File: src/rtl/parking_keypad_encoder_if.sv
// Keypad/controller-facing signal bundle for the parking PIN encoder.
// The master drives keypad strobes and verdicts; the slave presents the assembled code.
interface parking_keypad_encoder_if;
    logic        vehicle_arrival;
    logic        key_valid;
    logic [3:0]  key_value;
    logic        open_gate;
    logic        wrong_ping;
    logic        blocked_gate;
    logic [15:0] code;
    logic        code_ack;
    logic [2:0]  digit_count;
    logic        entry_error;
    logic        timeout;
    logic        busy;

    modport master (
        output vehicle_arrival, key_valid, key_value, open_gate, wrong_ping, blocked_gate,
        input  code, code_ack, digit_count, entry_error, timeout, busy
    );

    modport slave (
        input  vehicle_arrival, key_valid, key_value, open_gate, wrong_ping, blocked_gate,
        output code, code_ack, digit_count, entry_error, timeout, busy
    );
endinterface

File: src/rtl/parking_keypad_encoder.sv
// Collects four BCD key presses into a PIN code word, hands it to the gate
// controller with a one-cycle ack and waits for the controller's verdict.
module parking_keypad_encoder #(
    parameter int unsigned TIMEOUT_CYCLES = 1000,
    parameter int unsigned TMR_W          = 10
) (
    input  logic                    clk,
    input  logic                    rst,
    parking_keypad_encoder_if.slave bus
);

    localparam int unsigned CODE_W = 16;
    localparam int unsigned DIG_W  = 4;
    localparam int unsigned CNT_W  = 3;

    localparam logic [DIG_W-1:0] KEY_MAX_DIGIT = DIG_W'(9);
    localparam logic [DIG_W-1:0] KEY_CLEAR     = DIG_W'(10);
    localparam logic [DIG_W-1:0] KEY_ENTER     = DIG_W'(11);
    localparam logic [CNT_W-1:0] PIN_DIGITS    = CNT_W'(4);
    // Expiry fires on the idle cycle that would carry the timer to TIMEOUT_CYCLES-1.
    localparam logic [TMR_W-1:0] TMR_LAST      = TMR_W'(TIMEOUT_CYCLES - 2);

    typedef enum logic [2:0] {
        S_IDLE,
        S_COLLECT,
        S_SEND,
        S_HOLD,
        S_LOCKED
    } state_t;

    state_t              state;
    logic [CODE_W-1:0]   buffer;
    logic [CNT_W-1:0]    count;
    logic [TMR_W-1:0]    timer;
    logic [CODE_W-1:0]   code_reg;
    logic                ack_reg;
    logic                error_reg;
    logic                timeout_reg;
    logic                busy_reg;

    assign bus.code        = code_reg;
    assign bus.code_ack    = ack_reg;
    assign bus.digit_count = count;
    assign bus.entry_error = error_reg;
    assign bus.timeout     = timeout_reg;
    assign bus.busy        = busy_reg;

    always_ff @(posedge clk or negedge rst) begin
        if (!rst) begin
            state       <= S_IDLE;
            buffer      <= '0;
            count       <= '0;
            timer       <= '0;
            code_reg    <= '0;
            ack_reg     <= 1'b0;
            error_reg   <= 1'b0;
            timeout_reg <= 1'b0;
            busy_reg    <= 1'b0;
        end else begin
            ack_reg     <= 1'b0;
            error_reg   <= 1'b0;
            timeout_reg <= 1'b0;

            case (state)
                S_IDLE: begin
                    if (bus.vehicle_arrival) begin
                        state  <= S_COLLECT;
                        buffer <= '0;
                        count  <= '0;
                        timer  <= '0;
                    end
                end

                S_COLLECT: begin
                    // Vehicle leaving outranks any key pressed in the same cycle.
                    if (!bus.vehicle_arrival) begin
                        state  <= S_IDLE;
                        buffer <= '0;
                        count  <= '0;
                        timer  <= '0;
                    end else if (bus.key_valid) begin
                        timer <= '0;
                        if (bus.key_value <= KEY_MAX_DIGIT) begin
                            if (count < PIN_DIGITS) begin
                                buffer <= {buffer[CODE_W-DIG_W-1:0], bus.key_value};
                                count  <= count + CNT_W'(1);
                            end else begin
                                error_reg <= 1'b1;
                            end
                        end else if (bus.key_value == KEY_CLEAR) begin
                            buffer <= '0;
                            count  <= '0;
                        end else if (bus.key_value == KEY_ENTER) begin
                            if (count == PIN_DIGITS) begin
                                code_reg <= buffer;
                                state    <= S_SEND;
                                busy_reg <= 1'b1;
                            end else begin
                                error_reg <= 1'b1;
                                buffer    <= '0;
                                count     <= '0;
                            end
                        end
                    end else if (timer == TMR_LAST) begin
                        timeout_reg <= 1'b1;
                        buffer      <= '0;
                        count       <= '0;
                        timer       <= '0;
                    end else begin
                        timer <= timer + TMR_W'(1);
                    end
                end

                S_SEND: begin
                    ack_reg <= 1'b1;
                    state   <= S_HOLD;
                end

                S_HOLD: begin
                    if (bus.blocked_gate) begin
                        state    <= S_LOCKED;
                        busy_reg <= 1'b0;
                    end else if (bus.open_gate) begin
                        state    <= S_IDLE;
                        buffer   <= '0;
                        count    <= '0;
                        busy_reg <= 1'b0;
                    end else if (bus.wrong_ping) begin
                        state    <= S_COLLECT;
                        buffer   <= '0;
                        count    <= '0;
                        timer    <= '0;
                        busy_reg <= 1'b0;
                    end
                end

                S_LOCKED: begin
                    state <= S_LOCKED;
                end

                default: begin
                    state    <= S_IDLE;
                    busy_reg <= 1'b0;
                end
            endcase
        end
    end

endmodule

File: src/flat_wrapper.sv
// flat-port wrapper written by rule: the top's interface ports become plain ports
module parking_keypad_encoder_flat 
#(
    parameter int unsigned TIMEOUT_CYCLES = 1000,
    parameter int unsigned TMR_W          = 10
)
  (clk, rst, bus_vehicle_arrival, bus_key_valid, bus_key_value, bus_open_gate, bus_wrong_ping, bus_blocked_gate, bus_code, bus_code_ack, bus_digit_count, bus_entry_error, bus_timeout, bus_busy);
  parking_keypad_encoder_if bus_i ();
  input  logic clk;
  input  logic rst;
  input wire logic [$bits(bus_i.vehicle_arrival)-1:0] bus_vehicle_arrival;
  input wire logic [$bits(bus_i.key_valid)-1:0] bus_key_valid;
  input wire logic [$bits(bus_i.key_value)-1:0] bus_key_value;
  input wire logic [$bits(bus_i.open_gate)-1:0] bus_open_gate;
  input wire logic [$bits(bus_i.wrong_ping)-1:0] bus_wrong_ping;
  input wire logic [$bits(bus_i.blocked_gate)-1:0] bus_blocked_gate;
  output wire logic [$bits(bus_i.code)-1:0] bus_code;
  output wire logic [$bits(bus_i.code_ack)-1:0] bus_code_ack;
  output wire logic [$bits(bus_i.digit_count)-1:0] bus_digit_count;
  output wire logic [$bits(bus_i.entry_error)-1:0] bus_entry_error;
  output wire logic [$bits(bus_i.timeout)-1:0] bus_timeout;
  output wire logic [$bits(bus_i.busy)-1:0] bus_busy;
  assign bus_i.vehicle_arrival = bus_vehicle_arrival;
  assign bus_i.key_valid = bus_key_valid;
  assign bus_i.key_value = bus_key_value;
  assign bus_i.open_gate = bus_open_gate;
  assign bus_i.wrong_ping = bus_wrong_ping;
  assign bus_i.blocked_gate = bus_blocked_gate;
  assign bus_code = bus_i.code;
  assign bus_code_ack = bus_i.code_ack;
  assign bus_digit_count = bus_i.digit_count;
  assign bus_entry_error = bus_i.entry_error;
  assign bus_timeout = bus_i.timeout;
  assign bus_busy = bus_i.busy;
  parking_keypad_encoder #(.TIMEOUT_CYCLES(TIMEOUT_CYCLES), .TMR_W(TMR_W)) u_core (.clk(clk), .rst(rst), .bus(bus_i));
endmodule
File: config.mk
export PLATFORM = sky130hd
export DESIGN_NAME = parking_keypad_encoder_flat
export DESIGN_NICKNAME = d
export VERILOG_FILES = /design/src/rtl/parking_keypad_encoder_if.sv /design/src/rtl/parking_keypad_encoder.sv /design/src/flat_wrapper.sv
export SDC_FILE = /design/constraint.sdc
export NUM_CORES = 1
export LEC_CHECK = 0
export ABC_AREA = 1
export CORE_ASPECT_RATIO = 2
export CORE_UTILIZATION = 45
export CTS_BUF_LIST = sky130_fd_sc_hd__clkbuf_4 sky130_fd_sc_hd__clkbuf_8
export CTS_CLUSTER_SIZE = 24
export DETAILED_ROUTE_END_ITERATION = 12
export PLACE_DENSITY = 0.76
export SETUP_SLACK_MARGIN = 0.02
export SYNTH_ARGS = -nofsm -noshare
export SYNTH_HDL_FRONTEND = slang
export SYNTH_SLANG_ARGS = --single-unit
File: constraint.sdc
create_clock -name clk -period 3.88 [get_ports clk]
set_clock_uncertainty 0.15 [all_clocks]
set_input_delay 0.97 -clock clk [delete_from_list [all_inputs] [get_ports clk]]
set_output_delay 0.97 -clock clk [all_outputs]
set_load 0.01 [all_outputs]
==> impl_metrics.env <==
export IMPL_status="complete, no violations"
export IMPL_antenna_cells=0
export IMPL_h_tree_depth=2
export IMPL_syn_area_um2=2640
export IMPL_syn_avg_cell_area_um2=8.19
export IMPL_r2r_cells=7
export IMPL_crit_buf_inv=2
export IMPL_cts_tree="done"
export IMPL_drt_iter0_markers=65
export IMPL_period_share_pct=73.1
export IMPL_end_kind="flip-flop"
export IMPL_cts_sinks=52
export IMPL_grt_pass1_wl_um=8940
export IMPL_numCtsBuffers=5
export IMPL_fin_nets=370
export IMPL_grt_pass1_vias=1976
export IMPL_antenna_found_initial=0
export IMPL_crit_arrival_ps=2880
export IMPL_worst_slew_pin_slew_ps=527
export IMPL_num_rows=39
export IMPL_vias=2136
export IMPL_ctsResizeCount=0
export IMPL_setup_viol=0
export IMPL_ys_seq_area_share_pct=49.3
export IMPL_synth_commonest_cells="nand2_1 (74), dfrtp_1 (52), inv_1 (47)"
export IMPL_start_util_pct=46.6
export IMPL_yosysTopAreaCellShare_pct=49.3
export IMPL_crit_slowest_cell="clkdlybuf4s50_1"
export IMPL_dieArea_um2=6190
export IMPL_synth_area_leader_cell="dfrtp_1"
export IMPL_ys_flop_type="dfrtp_1"
export IMPL_grt_usage_pct=18.8
export IMPL_utilization_pct=54.9
export IMPL_cp_top_family="buffers and inverters"
export IMPL_root_buffer="clkbuf_8"
export IMPL_post_cts_buffers=0
export IMPL_syn_num_nets=337
export IMPL_synth_compound_area_share_pct=12.3
export IMPL_postSynth_asyncResetShare_pct=100
export IMPL_fmax_ghz=0.353
export IMPL_cts_clk_slew_worst_paths_ps=100
export IMPL_synthCells=322
export IMPL_drive_above_1_share_pct=11.0
export IMPL_muxShareOfSynthArea_pct=0
export IMPL_worstPathCellList="clkdlybuf4s50_1, nand2_1, nor2_4, nand3_2, nand3_2, buf_4, o21ai_0"
export IMPL_wl_per_cell_um=12.8
export IMPL_dr_wl_met3_um=164
export IMPL_rr_endpoint="u_core.buffer[10]$_DFFE_PN0P_"
export IMPL_min_path_type="reg2reg"
export IMPL_ir_drop_uv=435
export IMPL_numPortBuffers=33
export IMPL_dr_wl_met2_um=2810
export IMPL_area_growth_pct=17.8
export IMPL_synth_adder_area_share_pct=1.90
export IMPL_crit_path_start_kind="input port"
export IMPL_slew_headroom_pct=64.8
export IMPL_dpl_hpwl_um=3890
export IMPL_r2r_slack_ps=1730
export IMPL_drc=0
export IMPL_worstSetupEndpoint="u_core.buffer[10]$_DFFE_PN0P_"
export IMPL_crit_cells=7
export IMPL_required_ps=3920
export IMPL_clock_latency_ps=310
export IMPL_synth_most_common_cell="nand2_1"
export IMPL_grt_max_degree=34
export IMPL_crit_type="in2reg"
export IMPL_drt_antenna_violating_nets=0
export IMPL_crit_fanout=31
export IMPL_die_y_um=110
export IMPL_hold_path_startpoint="u_core.bus.code[12]$_DFFE_PN0P_"
export IMPL_drv_cap=0
export IMPL_rsz0062_at_grt="false"
export IMPL_synth_xor_area_share_pct=0.664
export IMPL_synth_seq_cells=52
export IMPL_crit_top_cell="nand3_2"
export IMPL_synthTopCellsByArea="dfrtp_1 (49%), nand2_1 (11%), inv_1 (6.7%)"
export IMPL_coreArea_um2=5660
export IMPL_die_w_um=56.1
export IMPL_final_setup_tns_ps=0
export IMPL_io_pins=34
export IMPL_hold_buffers=0
export IMPL_powerDensity_nw_per_um2=475
export IMPL_final_min_clock_period_ps=2840
export IMPL_yosysWarnings=0
export IMPL_leakage_nw=1.39
export IMPL_routed_wl_um=5330
export IMPL_worst_path_largest_cell_delay_ps=610
export IMPL_cts_buffer_depth=2
export IMPL_drv_slew=0
export IMPL_routed_top_layer="met4"
export IMPL_overflow=0
export IMPL_synthDistinctLibCells=30
export IMPL_hold_violations=0
export IMPL_gp_congestion=0.827
export IMPL_synth_top_family_by_area="simple AND/OR/NAND/NOR gates"
export IMPL_first_pass_iters=5
export IMPL_via_per_inst=5.12
export IMPL_met1_length_um=2190
export IMPL_worst_r2r_startpoint="u_core.state[1]$_DFFE_PN0P_"
export IMPL_synth_simple_gate_area_share_pct=26.2
export IMPL_cp_startpoint="bus_vehicle_arrival"
export IMPL_synth_edf_count=0
-- worst min-delay path, cell delays in order (launching register included) --
cell and delay (ps):
dfrtp_1 350, nand2_1 50, o21ai_0 60
-- stage by stage --
stage	worst slack (ps)	total power, W	instances	hold slack (ps)	instance area, µm²
2_1_floorplan	1710	0.00104	322	303	2640
3_3_place_gp	820	0.00109	409	317	2990
3_5_place_dp	723	0.00110	409	323	2990
4_1_cts	1060	0.00149	417	347	3110
5_1_grt	898	0.00158	417	370	3110
6_report	1040	0.00148	417	344	3110
-- worst min path at each step --
stage,depth (start not counted),end
finish,2,u_core.bus.code[12]$_DFFE_PN0P_
global route,2,u_core.bus.code[12]$_DFFE_PN0P_
CTS,2,u_core.bus.code[12]$_DFFE_PN0P_
detailed placement,2,u_core.bus.code[12]$_DFFE_PN0P_
global placement,2,u_core.bus.code[15]$_DFFE_PN0P_
floorplan,2,u_core.buffer[12]$_DFFE_PN0P_
-- where the power goes --
group | switching [W] | internal, W | total (W)
Clock | 0.000186 | 0.000202 | 0.000388
Sequential | 0.0000416 | 0.000572 | 0.000614
Combinational | 0.000345 | 0.000131 | 0.000476
-- final cells by class --
class	instances	area [µm²]
Sequential cell	52	1300
Timing Repair Buffer	36	348
Tap cell	61	76.3
Multi-Input combinational cell	211	1080
Clock inverter	2	38.8
Fill cell	552	2550
Clock buffer	6	76.3
Inverter	49	184
-- routing by layer --
metal	GRT usage, %	vias up
met5	0	-
met4	9.93	0
met3	4.08	14
met2	32.0	35
met1	22.2	999
li1	-	1088
-- layout by cell type, fill, tap and decap left out, drive strengths merged --
cell	n
buf	4
a21oi	3
nand3b	1
o21ai	47
clkbuf	6
a32oi	1
nand2	80
xor2	1
nand3	32
o21bai	1
bufinv	1
o22ai	1
nor3	5
xnor2	1
ha	4
clkdlybuf4s50	32
inv	50
nor2	29
dfrtp	52
nand4	5
-- kinds of logic (layout without fill, tap and decap cells) --
family                   after synthesis  after routing
AND/OR/NAND/NOR                      152            152
AO/OA/AOI/OAI                         53             53
buffers and inverters                 59             93
adder cells (fa/ha/maj)                4              4
flip-flops                            52             52
XOR/XNOR                               2              2
No activity file was read; power rests on OpenSTA's default activity.
==> RTL change, RTL diff (config.mk and constraints unchanged) <==
Make the reset (`rst`) synchronous in one clocked block.
--- a/src/rtl/parking_keypad_encoder.sv
+++ b/src/rtl/parking_keypad_encoder.sv
@@ -45,7 +45,7 @@
     assign bus.timeout     = timeout_reg;
     assign bus.busy        = busy_reg;
 
-    always_ff @(posedge clk or negedge rst) begin
+    always_ff @(posedge clk) begin
         if (!rst) begin
             state       <= S_IDLE;
             buffer      <= '0;
Check against the original RTL: differs if rst is asserted again (counterexample within 4 cycles, from zero or initial values and one cycle with rst low); with rst held inactive, the same outputs for 4 cycles.
==> RTL change against the original RTL <==
- area after synthesis fell by 7.1%
- final area fell by 7.2%
- largest cell class is now multi-input gates
- maximum frequency fell by 0.58%
- highest routed layer unchanged
- routed wire length fell by 3.5%
- worst setup slack got worse by 0.017 ns
- first-iteration DRC count fell by 7.7%
- sequential cell count did not move
- core utilization rose by 0.69 points
- critical path depth rose by 3
Power is not compared: it rests on default switching activity, and its combinational part moved more than twofold at a synthesized area within 25%.
==> RTL change: results (changes against the original RTL) <==
stage	metric	value	unit	change
cells_and_area	clk_share	3.39	%	-0.32 points
cells_and_area	layout.cells.non_filler	455		+9.1%
global_routing	grt_pass1_vias	2113		+6.9%
route	dr_total_vias	2306		+8.0%
timing	tightest_slew	0.665	ns	+0.138 ns
route	first_pass_iters	4		-1
placement	gp_congestion	0.804		-2.7%
worst_setup_path	r2r-end	u_core.buffer[15]		
yosys	synth.avg_cell_area	6.70	sq um	-18%
cells_and_area	seq_area	0.00104	sq mm	-20%
cells_and_area	num-nonclk-buffers	34		-5.6%
cells_and_area	n_all_inverters	33		-33%
yosys	synth.yosys.seq_area_share	42.5	%	-6.8 points
timing	final.setup.worst_slack	1.03	ns	-0.0165 ns
worst_setup_path	worstRegToRegCells	11		+4
placement	place_inst	447		+9.3%
outcome	status	finished clean		
cells_and_area	fillers	519		-6.0%
yosys	synth.net_count	381		+13%
worst_setup_path	worstPathMaxFanout	34		+9.7%
worst_setup_path	r2r_setup_slack	1.68	ns	-0.05 ns
yosys	ys_types	25		-17%
worst_setup_path	crit_family	simple AND/OR/NAND/NOR gates		
route	wl	5140	um	-3.5%
placement	dp_hpwl	3690	um	-5.2%
worst_setup_path	reg2reg_from	u_core.timer[0]		
worst_setup_path	crit_start	bus_key_value[1]		
global_routing	grt_use_total	20.0	%	+1.1 points
-- RTL change: changes by cell type after synthesis, sizes merged, moves of 2 or more --
cell and change:
nand4 -3, xor2 +3, nand2 +8, nor4 +2, nand3 -12, inv -16
nand3b +2, dfrtp -52, dfxtp +52, nor3 -3, nor2 +81, o21ai -28
a21oi +10
-- RTL change: power by group through the flow --
stage                     Sequential (mW)  Combinational [mW]  Clock (mW)
after CTS                           0.581               0.156       0.336
after floorplan                     0.589               0.126           0
final                               0.581               0.155       0.328
after global placement              0.593               0.151           0
after global routing                0.585               0.179       0.354
after detailed placement            0.593               0.155           0
-- RTL change: metal layers --
metal,track usage (%),routed length [um],vias up
met1,20.8,2120,1043
li1,-,-,1194
met3,4.01,191,14
met4,8.61,121,0
met2,36.0,2710,55
met5,0,0,-
